--- src/rtl/bp_be_rec_to_fp_pipe.sv ---
// Two-stage valid/ready converter from 65-bit recoded (hardfloat) values to raw IEEE-754 bits.
// Stage 1 holds the recoded operand; stage 2 holds the converted, NaN-boxed result.
module bp_be_rec_to_fp_pipe (
    input  logic        clk_i,
    input  logic        reset_n_i,
    input  logic        flush_i,
    input  logic        v_i,
    output logic        ready_o,
    input  logic [64:0] rec_i,
    input  logic        rec_sp_not_dp_i,
    output logic        v_o,
    input  logic        ready_i,
    output logic [63:0] raw_o,
    output logic        raw_sp_not_dp_o
);

    // Undo the SP-in-DP exponent rebias; specials keep their 3-bit class code and low exponent bits.
    function automatic logic [32:0] dp_to_sp_rec(input logic [35:0] hi);
        logic [2:0] code;
        logic       special;
        logic [8:0] sp_exp;
        code    = hi[34:32];
        special = (code == 3'd0) | (code >= 3'd6);
        sp_exp  = special ? {code, hi[28:23]} : (hi[31:23] + 9'd256);
        return {hi[35], sp_exp, hi[22:0]};
    endfunction

    function automatic logic [31:0] sp_rec_to_raw(input logic [32:0] rec);
        logic [8:0]  rexp;
        logic [22:0] fract;
        logic        is_zero, is_special, is_nan, is_inf, is_sub;
        logic [4:0]  shift;
        logic [22:0] denorm;
        logic [7:0]  exp_out;
        logic [22:0] fract_out;
        rexp       = rec[31:23];
        fract      = rec[22:0];
        is_zero    = (rexp[8:6] == 3'b000);
        is_special = (rexp[8:7] == 2'b11);
        is_nan     = is_special & rexp[6];
        is_inf     = is_special & ~rexp[6];
        is_sub     = (rexp < 9'd130);
        shift      = 5'd1 - rexp[4:0];
        denorm     = {~is_zero, fract[22:1]} >> shift;
        exp_out    = (is_sub ? 8'd0 : (rexp[7:0] - 8'd129)) | {8{is_nan | is_inf}};
        fract_out  = is_sub ? denorm : (is_inf ? 23'd0 : fract);
        return {rec[32], exp_out, fract_out};
    endfunction

    function automatic logic [63:0] dp_rec_to_raw(input logic [64:0] rec);
        logic [11:0] rexp;
        logic [51:0] fract;
        logic        is_zero, is_special, is_nan, is_inf, is_sub;
        logic [5:0]  shift;
        logic [51:0] denorm;
        logic [10:0] exp_out;
        logic [51:0] fract_out;
        rexp       = rec[63:52];
        fract      = rec[51:0];
        is_zero    = (rexp[11:9] == 3'b000);
        is_special = (rexp[11:10] == 2'b11);
        is_nan     = is_special & rexp[9];
        is_inf     = is_special & ~rexp[9];
        is_sub     = (rexp < 12'd1026);
        shift      = 6'd1 - rexp[5:0];
        denorm     = {~is_zero, fract[51:1]} >> shift;
        exp_out    = (is_sub ? 11'd0 : (rexp[10:0] - 11'd1025)) | {11{is_nan | is_inf}};
        fract_out  = is_sub ? denorm : (is_inf ? 52'd0 : fract);
        return {rec[64], exp_out, fract_out};
    endfunction

    logic        s1_v_q, s1_v_d;
    logic        s2_v_q, s2_v_d;
    logic [64:0] s1_rec_q, s1_rec_d;
    logic        s1_sp_q, s1_sp_d;
    logic [63:0] s2_raw_q, s2_raw_d;
    logic        s2_sp_q, s2_sp_d;
    logic        s1_adv, s2_adv;
    logic [63:0] conv_raw;

    // Pipeline advance, conversion of the stage-1 operand, and next-state selection.
    always_comb begin
        s2_adv = ~s2_v_q | ready_i;
        s1_adv = ~s1_v_q | s2_adv;

        if (s1_sp_q) begin
            conv_raw = {32'hFFFF_FFFF, sp_rec_to_raw(dp_to_sp_rec(s1_rec_q[64:29]))};
        end else begin
            conv_raw = dp_rec_to_raw(s1_rec_q);
        end

        s1_v_d   = s1_v_q;
        s2_v_d   = s2_v_q;
        s1_rec_d = s1_rec_q;
        s1_sp_d  = s1_sp_q;
        s2_raw_d = s2_raw_q;
        s2_sp_d  = s2_sp_q;

        if (flush_i) begin
            s1_v_d = 1'b0;
            s2_v_d = 1'b0;
        end else begin
            if (s1_adv) begin
                s1_v_d = v_i;
            end else begin
                s1_v_d = s1_v_q;
            end
            if (s2_adv) begin
                s2_v_d = s1_v_q;
            end else begin
                s2_v_d = s2_v_q;
            end
        end

        if (v_i & s1_adv) begin
            s1_rec_d = rec_i;
            s1_sp_d  = rec_sp_not_dp_i;
        end else begin
            s1_rec_d = s1_rec_q;
            s1_sp_d  = s1_sp_q;
        end

        if (s1_v_q & s2_adv) begin
            s2_raw_d = conv_raw;
            s2_sp_d  = s1_sp_q;
        end else begin
            s2_raw_d = s2_raw_q;
            s2_sp_d  = s2_sp_q;
        end
    end

    // Valid flags: the only reset state in the pipeline.
    always_ff @(posedge clk_i) begin
        if (!reset_n_i) begin
            s1_v_q <= 1'b0;
            s2_v_q <= 1'b0;
        end else begin
            s1_v_q <= s1_v_d;
            s2_v_q <= s2_v_d;
        end
    end

    // Data registers, qualified by the valids and therefore left unreset.
    always_ff @(posedge clk_i) begin
        s1_rec_q <= s1_rec_d;
        s1_sp_q  <= s1_sp_d;
        s2_raw_q <= s2_raw_d;
        s2_sp_q  <= s2_sp_d;
    end

    assign ready_o         = s1_adv;
    assign v_o             = s2_v_q;
    assign raw_o           = s2_raw_q;
    assign raw_sp_not_dp_o = s2_sp_q;

endmodule

--- config.mk ---
export PLATFORM = sky130hd
export DESIGN_NAME = bp_be_rec_to_fp_pipe
export DESIGN_NICKNAME = d
export VERILOG_FILES = /design/src/rtl/bp_be_rec_to_fp_pipe.sv
export SDC_FILE = /design/constraint.sdc
export NUM_CORES = 1
export LEC_CHECK = 0
export ABC_CLOCK_PERIOD_IN_PS = 4300
export BUFFER_PORTS_ARGS = -buffer_cell sky130_fd_sc_hd__buf_4
export CELL_PAD_IN_SITES_DETAIL_PLACEMENT = 0
export CELL_PAD_IN_SITES_GLOBAL_PLACEMENT = 1
export CORE_ASPECT_RATIO = 2
export CORE_UTILIZATION = 47
export CTS_CLUSTER_SIZE = 16
export DETAILED_ROUTE_END_ITERATION = 16
export PLACE_DENSITY = 0.89
export SLEW_MARGIN = 20
export SYNTH_ARGS = -nofsm -noshare
export SYNTH_HDL_FRONTEND = slang
export SYNTH_SLANG_ARGS = --single-unit
--- constraint.sdc ---
create_clock -name clk_i -period 4.3 [get_ports clk_i]
set_input_delay 0.43 -clock clk_i [delete_from_list [all_inputs] [get_ports clk_i]]
set_output_delay 0.43 -clock clk_i [all_outputs]
set_load 0.01 [all_outputs]
==> results of run 1 <==
==> per-layer routing <==
| layer | part of all wire | GRT usage |
|---|---|---|
| met1 | 0.33 | 0.434 |
| met2 | 0.48 | 0.668 |
| met3 | 0.088 | 0.0898 |
| met4 | 0.10 | 0.358 |
| met5 | 0.00031 | 0 |
==> kinds of logic (layout without fill, tap and decap cells) <==
logic type               count (synthesis)  in the layout
AO/OA/AOI/OAI                          261            261
multiplexers                           127            127
XOR/XNOR                                14             14
flip-flops                             133            133
AND/OR/NAND/NOR                        213            213
adder cells (fa/ha/maj)                  3              3
buffers and inverters                   95            233
==> flip-flops by register name (all words and copies together) (netlist names) <==
register         flops
s1_v_q               1
s1_rec_q            65
s1_sp_q              1
raw_sp_not_dp_o      1
v_o                  1
raw_o               64
==> layout make-up <==
class	instances	area [um^2]
Clock inverter	14	113
Clock buffer	18	429
Multi-Input combinational cell	618	5220
Timing Repair Buffer	187	1480
Sequential cell	133	3970
Fill cell	1803	8870
Inverter	14	52.6
Tap cell	266	333
==> power by group through the flow <==
stage	Combinational, mW	Clock [mW]	Sequential, mW
finish	1.13	1.37	1.61
global route	1.17	1.43	1.61
CTS	1.09	1.39	1.60
detailed placement	1.09	0	1.63
global placement	1.10	0	1.63
floorplan	0.697	0	1.58
==> per-stage QoR <==
| step | util | power [mW] | setup slack (ns) | hold WS [ns] | area [um^2] |
|---|---|---|---|---|---|
| final | 0.567 | 4.11 | 0.810 | 0.156 | 11600 |
| after global routing | 0.567 | 4.20 | 0.762 | 0.151 | 11600 |
| after CTS | 0.567 | 4.08 | 1.01 | 0.148 | 11600 |
| after detailed placement | 0.540 | 2.71 | 1.02 | 0.511 | 11100 |
| after global placement | 0.540 | 2.73 | 1.06 | 0.504 | 11100 |
| after floorplan | - | 2.27 | 0.404 | 0.478 | 9830 |
==> Yosys cell counts, drive strengths merged (9+ instances only) <==
library cell / number
o21ai: 36
o221ai: 11
inv: 14
nand2: 58
buf: 43
xnor2: 10
mux2i: 48
mux2: 22
nor3: 20
a221o: 18
nand3: 20
nor3b: 11
a211oi: 15
o21a: 9
a221oi: 11
a21oi: 62
o22ai: 17
clkbuf: 38
a32oi: 11
edfxtp: 131
mux4: 57
nor2: 52
==> worst max-delay path, cell delays in order (launching register included) <==
cell and delay, ns:
edfxtp_1 0.66, or3_1 0.52, o31ai_4 0.53, nand4_1 0.31
buf_4 0.26, o21ai_0 0.85
==> worst paths after layout <==
check / start / endpoint / slack (ns) / cells past startpoint
setup / recovery: s1_rec_q[55] / raw_o[36] / 0.81 / 5
hold reg to reg: s1_v_q / v_o / 0.52 / 2
hold / removal: rec_i[23] / s1_rec_q[23] / 0.16 / 1
setup reg to reg: s1_rec_q[55] / raw_o[36] / 0.81 / 5
==> flow_summary.ini, run 1 <==
[detailed_routing]
drt_wl_total_um = 42500
ant_nets = 0
viasPerCell = 7.14
drt-initial-drc-count = 983
routedWlPerCell_um = 34.0
vias = 8926
drcViolationCount = 0
drt_pass1_iterations = 5

[cts]
cts_root_buffer = clkbuf_16
post_cts_buffers = 0
cts_buffers = 17
h-tree-depth = 4
cts_tree = yes
hold_buffers = 0
cts_resized = 0
clk_pin_slew_ns = 0.06
cts_num_sinks = 133
clockBufferDepth = 2
worstSkewPairLatency_ns = 0.45

[die]
die_height_um = 207
initial_core_util = 0.480
rows = 74
core_region_area_um2 = 20500
fp.dieW_um = 104
die_area_um2 = 21500
ios = 138

[synth]
synth_fa_ha_area_frac = 0.00382
netlist.area_leader.share = 0.400
synth_top_family_by_area = multiplexers
yosys_warnings = 0
synth_nets = 920
synth_area_leaders = edfxtp_1, mux4_2, mux2i_1
synth-edff-count = 131
yosys.area.top_type = edfxtp_1
ys.flop_type = edfxtp_1
muxShareOfSynthArea = 0.209
ys_types = 89
synth_area_um2 = 9830
synth_seq_area_share = 0.404
synth-compound-area-share = 0.191
yosys_register_bits = 133
synthSimpleGateAreaFrac = 0.109
synthXorXnorAreaFrac = 0.0151
async_flop_share = 0
avgSynthCellArea_um2 = 11.6
synth_cells = 846

[worst_hold_path]
hold_path_class = in -> reg

[global_route]
antenna_found_initial = 1
overflow = 0
grt_pass1_wl_um = 60200
grt_pass1_vias = 8600
grt_max_degree = 67
grt_use_total = 0.404

[cells_and_area]
drive_gt1_frac = 0.322
mostFrequentLayoutCells = buf_4, edfxtp_1, a21oi_1
antennaDiodeCount = 0
final_nets = 1045
fin_cells = 1250
layout_commonest_cell = buf_4
syn_to_final_growth_pct = 17.9

[placement]
gp_congestion = 1.07
numPortBuffers = 137
place_inst = 1218
dp_hpwl_um = 31800

[timing]
worstMarginPinSlew_ns = 1.08
fin_skew_ns = 0.00995
finalSetupViolCount = 0
slew_headroom = 0.275
fmax_ghz = 0.287
fin_crit_ns = 3.49
slew_viol_final = 0
rsz0062_at_grt = no
finalHoldViolations = 0
setup_tns_ns = 0
period_share = 0.812

[power_and_ir_drop]
vdd_drop_max_mv = 0.287
p_sw_frac = 0.333
p_int_mw = 2.74
power_switching_mw = 1.37
comb_power_share = 0.275
power_frac_clock = 0.334
total_leakage_power_nw = 4.19
power_density_nw_per_um2 = 354
power.share.sequential = 0.391

[worst_setup_path]
required_ns = 4.40
arrival_ns = 3.59
worst_setup_path_start_kind = register
critPathKind = reg -> reg
endpoint_kind = register
cp_max_fo = 12

[run]
cap_violations = 0

[status]
status = complete, no violations
Power figures use the tool's default switching activity.
==> inputs of run 2 (changes only) <==
--- a/config.mk
+++ b/config.mk
@@ -5,15 +5,16 @@
 export SDC_FILE = /design/constraint.sdc
 export NUM_CORES = 1
 export LEC_CHECK = 0
-export ABC_CLOCK_PERIOD_IN_PS = 4300
+export ABC_AREA = 1
+export ABC_CLOCK_PERIOD_IN_PS = 3400
 export BUFFER_PORTS_ARGS = -buffer_cell sky130_fd_sc_hd__buf_4
 export CELL_PAD_IN_SITES_DETAIL_PLACEMENT = 0
 export CELL_PAD_IN_SITES_GLOBAL_PLACEMENT = 1
 export CORE_ASPECT_RATIO = 2
-export CORE_UTILIZATION = 47
+export CORE_UTILIZATION = 42
 export CTS_CLUSTER_SIZE = 16
 export DETAILED_ROUTE_END_ITERATION = 16
-export PLACE_DENSITY = 0.89
+export PLACE_DENSITY = 0.88
 export SLEW_MARGIN = 20
 export SYNTH_ARGS = -nofsm -noshare
 export SYNTH_HDL_FRONTEND = slang
==> constraint.sdc (replaced) <==
create_clock -name clk_i -period 3.4 [get_ports clk_i]
set_input_delay 0.34 -clock clk_i [delete_from_list [all_inputs] [get_ports clk_i]]
set_output_delay 0.34 -clock clk_i [all_outputs]
set_load 0.01 [all_outputs]
==> flow_summary.ini, run 2 <==
[power_and_ir_drop]
vdd_drop_max_mv = 0.410
power_density_nw_per_um2 = 473
total_leakage_power_nw = 4.66

[synth]
async_flop_share = 0
ys_types = 43
synth_area_leaders = edfxtp_1, nand3_1, nand2_1
synth_nets = 1284
netlist.area_leader.share = 0.431
yosys_register_bits = 133
synth_cells = 1210
avgSynthCellArea_um2 = 7.55
synth_common_cells = nand2_1, nand3_1, edfxtp_1, a21oi_1, a31oi_1
yosys.area.top_type = edfxtp_1
synth-edff-count = 131
synth.most_common_cell = nand2_1
ys.flop_type = edfxtp_1
synth_seq_area_share = 0.435
yosys_warnings = 0
synth_area_um2 = 9130

[die]
ios = 138
initial_core_util = 0.427
die_area_um2 = 22400
fp.dieW_um = 106
rows = 76
core_region_area_um2 = 21400
die_height_um = 211

[timing]
period_share = 0.880
finalHoldViolations = 0
fin_skew_ns = 0.0122
slew_viol_final = 0
finalWorstSetupSlack_ns = 0.409
worstMarginPinSlew_ns = 0.913
setup_tns_ns = 0
finalSetupViolCount = 0
slew_headroom = 0.391
fin_crit_ns = 2.99
fmax_ghz = 0.334
rsz0062_at_grt = no

[worst_setup_path]
max_stage_delay_ns = 0.45
worst_setup_path_start_kind = register
arrival_ns = 3.32
cp_slowest_cell = edfxtp_1
r2r_slack_ns = 0.41
critPathKind = reg -> reg
cp_max_fo = 34
required_ns = 3.73
worstPathCellList = inv_2 > ha_1 > inv_2 > buf_12 > nand3_1 > nand3_1 > nand3_1 > nand2_1 > nand3_1 > nand2_1 > nand2_1 > inv_1
crit_top_cell = nand3_1
endpoint_kind = register

[run]
cap_violations = 0

[placement]
numPortBuffers = 137
gp_congestion = 1.05
dp_hpwl_um = 33100
place_inst = 1563
place_ws_ns = 0.565

[cts]
h-tree-depth = 4
post_cts_buffers = 0
cts_num_sinks = 133
hold_buffers = 0
cts_tree = yes
worstSkewPairLatency_ns = 0.46
cts_resized = 0
clk_pin_slew_ns = 0.06
cts_root_buffer = clkbuf_16
cts_buffers = 17
clockBufferDepth = 2

[cells_and_area]
regMostFlops = s1_rec_q
fin_cells = 1594
drive_gt1_frac = 0.174
layout_commonest_cell = nand2_1
syn_to_final_growth_pct = 19.8
antennaDiodeCount = 0
mostFrequentLayoutCells = nand2_1, nand3_1, buf_4
largest_reg_flops = 65
final_nets = 1383

[detailed_routing]
drcViolationCount = 0
routedWlPerCell_um = 27.6
drt_wl_total_um = 44000
viasPerCell = 6.26
drt_pass1_iterations = 6
drt-initial-drc-count = 904
ant_nets = 0
vias = 9984

[status]
status = complete, no violations

[worst_hold_path]
hold_path_class = in -> reg

[global_route]
grt_max_degree = 69
overflow = 0
antenna_found_initial = 1
grt_pass1_vias = 9782
grt_use_total = 0.404
grt_pass1_wl_um = 63400
==> run 2: logic make-up (layout without fill, tap and decap cells) <==
family                   after synthesis  after routing  synth area share
AND/OR/NAND/NOR                      735            735             0.360
AO/OA/AOI/OAI                        190            190             0.119
buffers and inverters                142            253            0.0723
flip-flops                           133            133             0.435
XOR/XNOR                               7              7           0.00959
adder cells (fa/ha/maj)                3              3           0.00411
==> run 2: path summary, 6_finish.rpt <==
path / from / to / depth (start not counted)
hold / removal: rec_i[41] / s1_rec_q[41] / 1
setup / recovery: s1_rec_q[53] / raw_o[8] / 12
hold reg to reg: s1_v_q / v_o / 2
setup reg to reg: s1_rec_q[53] / raw_o[8] / 12
==> run 2: stage by stage <==
stage	cell area, um^2	utilization	total power, mW	hold slack, ns
2_1_floorplan	9140	-	2.78	0.424
3_3_place_gp	10400	0.485	3.36	0.518
3_5_place_dp	10400	0.485	3.34	0.519
4_1_cts	10900	0.511	5.14	0.0492
5_1_grt	10900	0.511	5.32	0.0538
6_report	10900	0.511	5.17	0.0573
==> run 2: metal layers <==
layer / share of wire / global-route usage
met5: 0 / 0
met4: 0.096 / 0.338
met1: 0.32 / 0.420
met2: 0.51 / 0.706
met3: 0.072 / 0.0591
==> run 2: power breakdown <==
group	switching, mW	internal [mW]	leakage [nW]
clock network	0.742	1.07	0.271
logic	0.979	0.403	3.13
registers	0.0764	1.90	1.26
total	1.80	3.37	4.66
==> run 2: final cells by class <==
cell class,count,area [um^2]
Fill cell,2166,10500
Multi-Input combinational cell,935,4510
Sequential cell,133,3970
Timing Repair Buffer,164,1330
Clock buffer,18,429
Tap cell,273,342
Inverter,58,223
Clock inverter,13,133
==> run 2: critical path, delay by kind of cell, from the launching register on <==
kind / cells / cell delay, ns
and+or+nand+nor: 7 / 1.28
adders and majority gates: 1 / 0.34
buffers and inverters: 4 / 0.76
DFF: 1 / 0.45
==> inputs of run 3 (changes only) <==
--- a/config.mk
+++ b/config.mk
@@ -6,11 +6,12 @@
 export NUM_CORES = 1
 export LEC_CHECK = 0
 export ABC_AREA = 1
-export ABC_CLOCK_PERIOD_IN_PS = 3400
+export ABC_CLOCK_PERIOD_IN_PS = 3050
 export BUFFER_PORTS_ARGS = -buffer_cell sky130_fd_sc_hd__buf_4
 export CELL_PAD_IN_SITES_DETAIL_PLACEMENT = 0
 export CELL_PAD_IN_SITES_GLOBAL_PLACEMENT = 1
 export CORE_ASPECT_RATIO = 2
+export CORE_MARGIN = 2
 export CORE_UTILIZATION = 42
 export CTS_CLUSTER_SIZE = 16
 export DETAILED_ROUTE_END_ITERATION = 16
==> constraint.sdc (replaced) <==
create_clock -name clk_i -period 3.05 [get_ports clk_i]
set_input_delay 0.305 -clock clk_i [delete_from_list [all_inputs] [get_ports clk_i]]
set_output_delay 0.305 -clock clk_i [all_outputs]
set_load 0.01 [all_outputs]
==> flow_summary.ini, run 3 (synthesis results as in run 2) <==
[status]
status = complete, no violations

[cells_and_area]
multi_input_area_um2 = 4510
fin_cells = 1609
nFillCells = 2177
layout_commonest_cell = nand2_1
drive_gt1_frac = 0.185
ff_latch_area_um2 = 3970
utilization = 0.517
final_nets = 1397
mostFrequentLayoutCells = nand2_1, nand3_1, buf_4
regMostFlops = s1_rec_q
largest_reg_flops = 65
syn_to_final_growth_pct = 21.7
fin_area_um2 = 11100
antennaDiodeCount = 0

[global_route]
busiest_layer = met2
grt_pass1_vias = 9894
use_met2 = 0.665
antenna_found_initial = 0
overflow = 0
grt_pass1_wl_um = 63200
met3_usage = 0.0644
grt_use_total = 0.389
met1_usage = 0.399
grt_max_degree = 57

[worst_setup_path]
endpoint_kind = register
cp_max_fo = 24
arrival_ns = 3.05
critPathKind = reg -> reg
required_ns = 3.35
worst_setup_path_start_kind = register
r2r_slack_ns = 0.30

[timing]
fin_skew_ns = 0.0157
worstMarginPinSlew_ns = 0.798
finalHoldViolations = 0
period_share = 0.902
fmax_ghz = 0.363
slew_headroom = 0.468
fin_crit_ns = 2.75
finalWorstSetupSlack_ns = 0.297
slew_viol_final = 0
setup_tns_ns = 0
rsz0062_at_grt = no
holdWs_ns = 0.0173
finalSetupViolCount = 0

[cts]
post_cts_buffers = 0
clk_pin_slew_ns = 0.07
cts_tree = yes
h-tree-depth = 4
worstSkewPairLatency_ns = 0.46
clockBufferDepth = 2
cts_resized = 0
hold_buffers = 0
cts_root_buffer = clkbuf_16
cts_num_sinks = 133
cts_buffers = 17

[placement]
dpl_cell_area_um2 = 10500
numPortBuffers = 137
dp_hpwl_um = 33000
place_inst = 1577
gp_congestion = 1.05
place_ws_ns = 0.337

[detailed_routing]
drt_wl_total_um = 42900
ant_nets = 0
routedWlPerCell_um = 26.7
drt_pass1_iterations = 6
vias = 9920
drcViolationCount = 0
drt-initial-drc-count = 882
viasPerCell = 6.17

[die]
die_area_um2 = 23000
initial_core_util = 0.425
ios = 138
rows = 76
fp.dieW_um = 108
core_region_area_um2 = 21500
die_height_um = 213

[power_and_ir_drop]
total_power_mw = 5.88
power_density_nw_per_um2 = 529
vdd_drop_max_mv = 0.584
total_leakage_power_nw = 4.75

[run]
cap_violations = 0

[worst_hold_path]
hold_path_class = in -> reg
## run 3: cell type report
class	instances	area share
multi-input combinational	935	0.406
sequential	133	0.358
timing repair buffer	178	0.133
clock buffer	17	0.0383
tap	273	0.0307
inverter	58	0.0200
clock inverter	15	0.0151
## run 3: routing by layer
layer,share of wire,up-vias,wire length [um]
li1,-,4477,-
met1,0.33,4710,14100
met2,0.50,541,21700
met3,0.058,192,2470
met4,0.11,0,4680
met5,0,-,0
## run 3: worst paths after layout
path                            cells past startpoint    startpoint     endpoint
worst max-delay path                               11  s1_rec_q[53]    raw_o[22]
worst min-delay path                                1      rec_i[1]  s1_rec_q[1]
worst max register to register                     11  s1_rec_q[53]    raw_o[22]
worst min register to register                      2        s1_v_q          v_o
## run 3: critical path, stage by stage (launching register included)
cell and delay, ns:
edfxtp_1 0.41, inv_2 0.09, buf_12 0.17, ha_1 0.22, and3_1 0.19, nand3_1 0.08, nand2_2 0.25, nor2_4 0.65
nand2_1 0.12, o21ai_1 0.20, nor2_1 0.07, a21oi_1 0.14
## run 3: report_power, final
part / total, mW / switching [mW] / internal (mW) / leakage [nW]
Sequential: 2.21 / 0.0848 / 2.12 / 1.26
Combinational: 1.56 / 1.08 / 0.475 / 3.21
Clock: 2.11 / 0.891 / 1.22 / 0.282
Total: 5.88 / 2.06 / 3.82 / 4.75
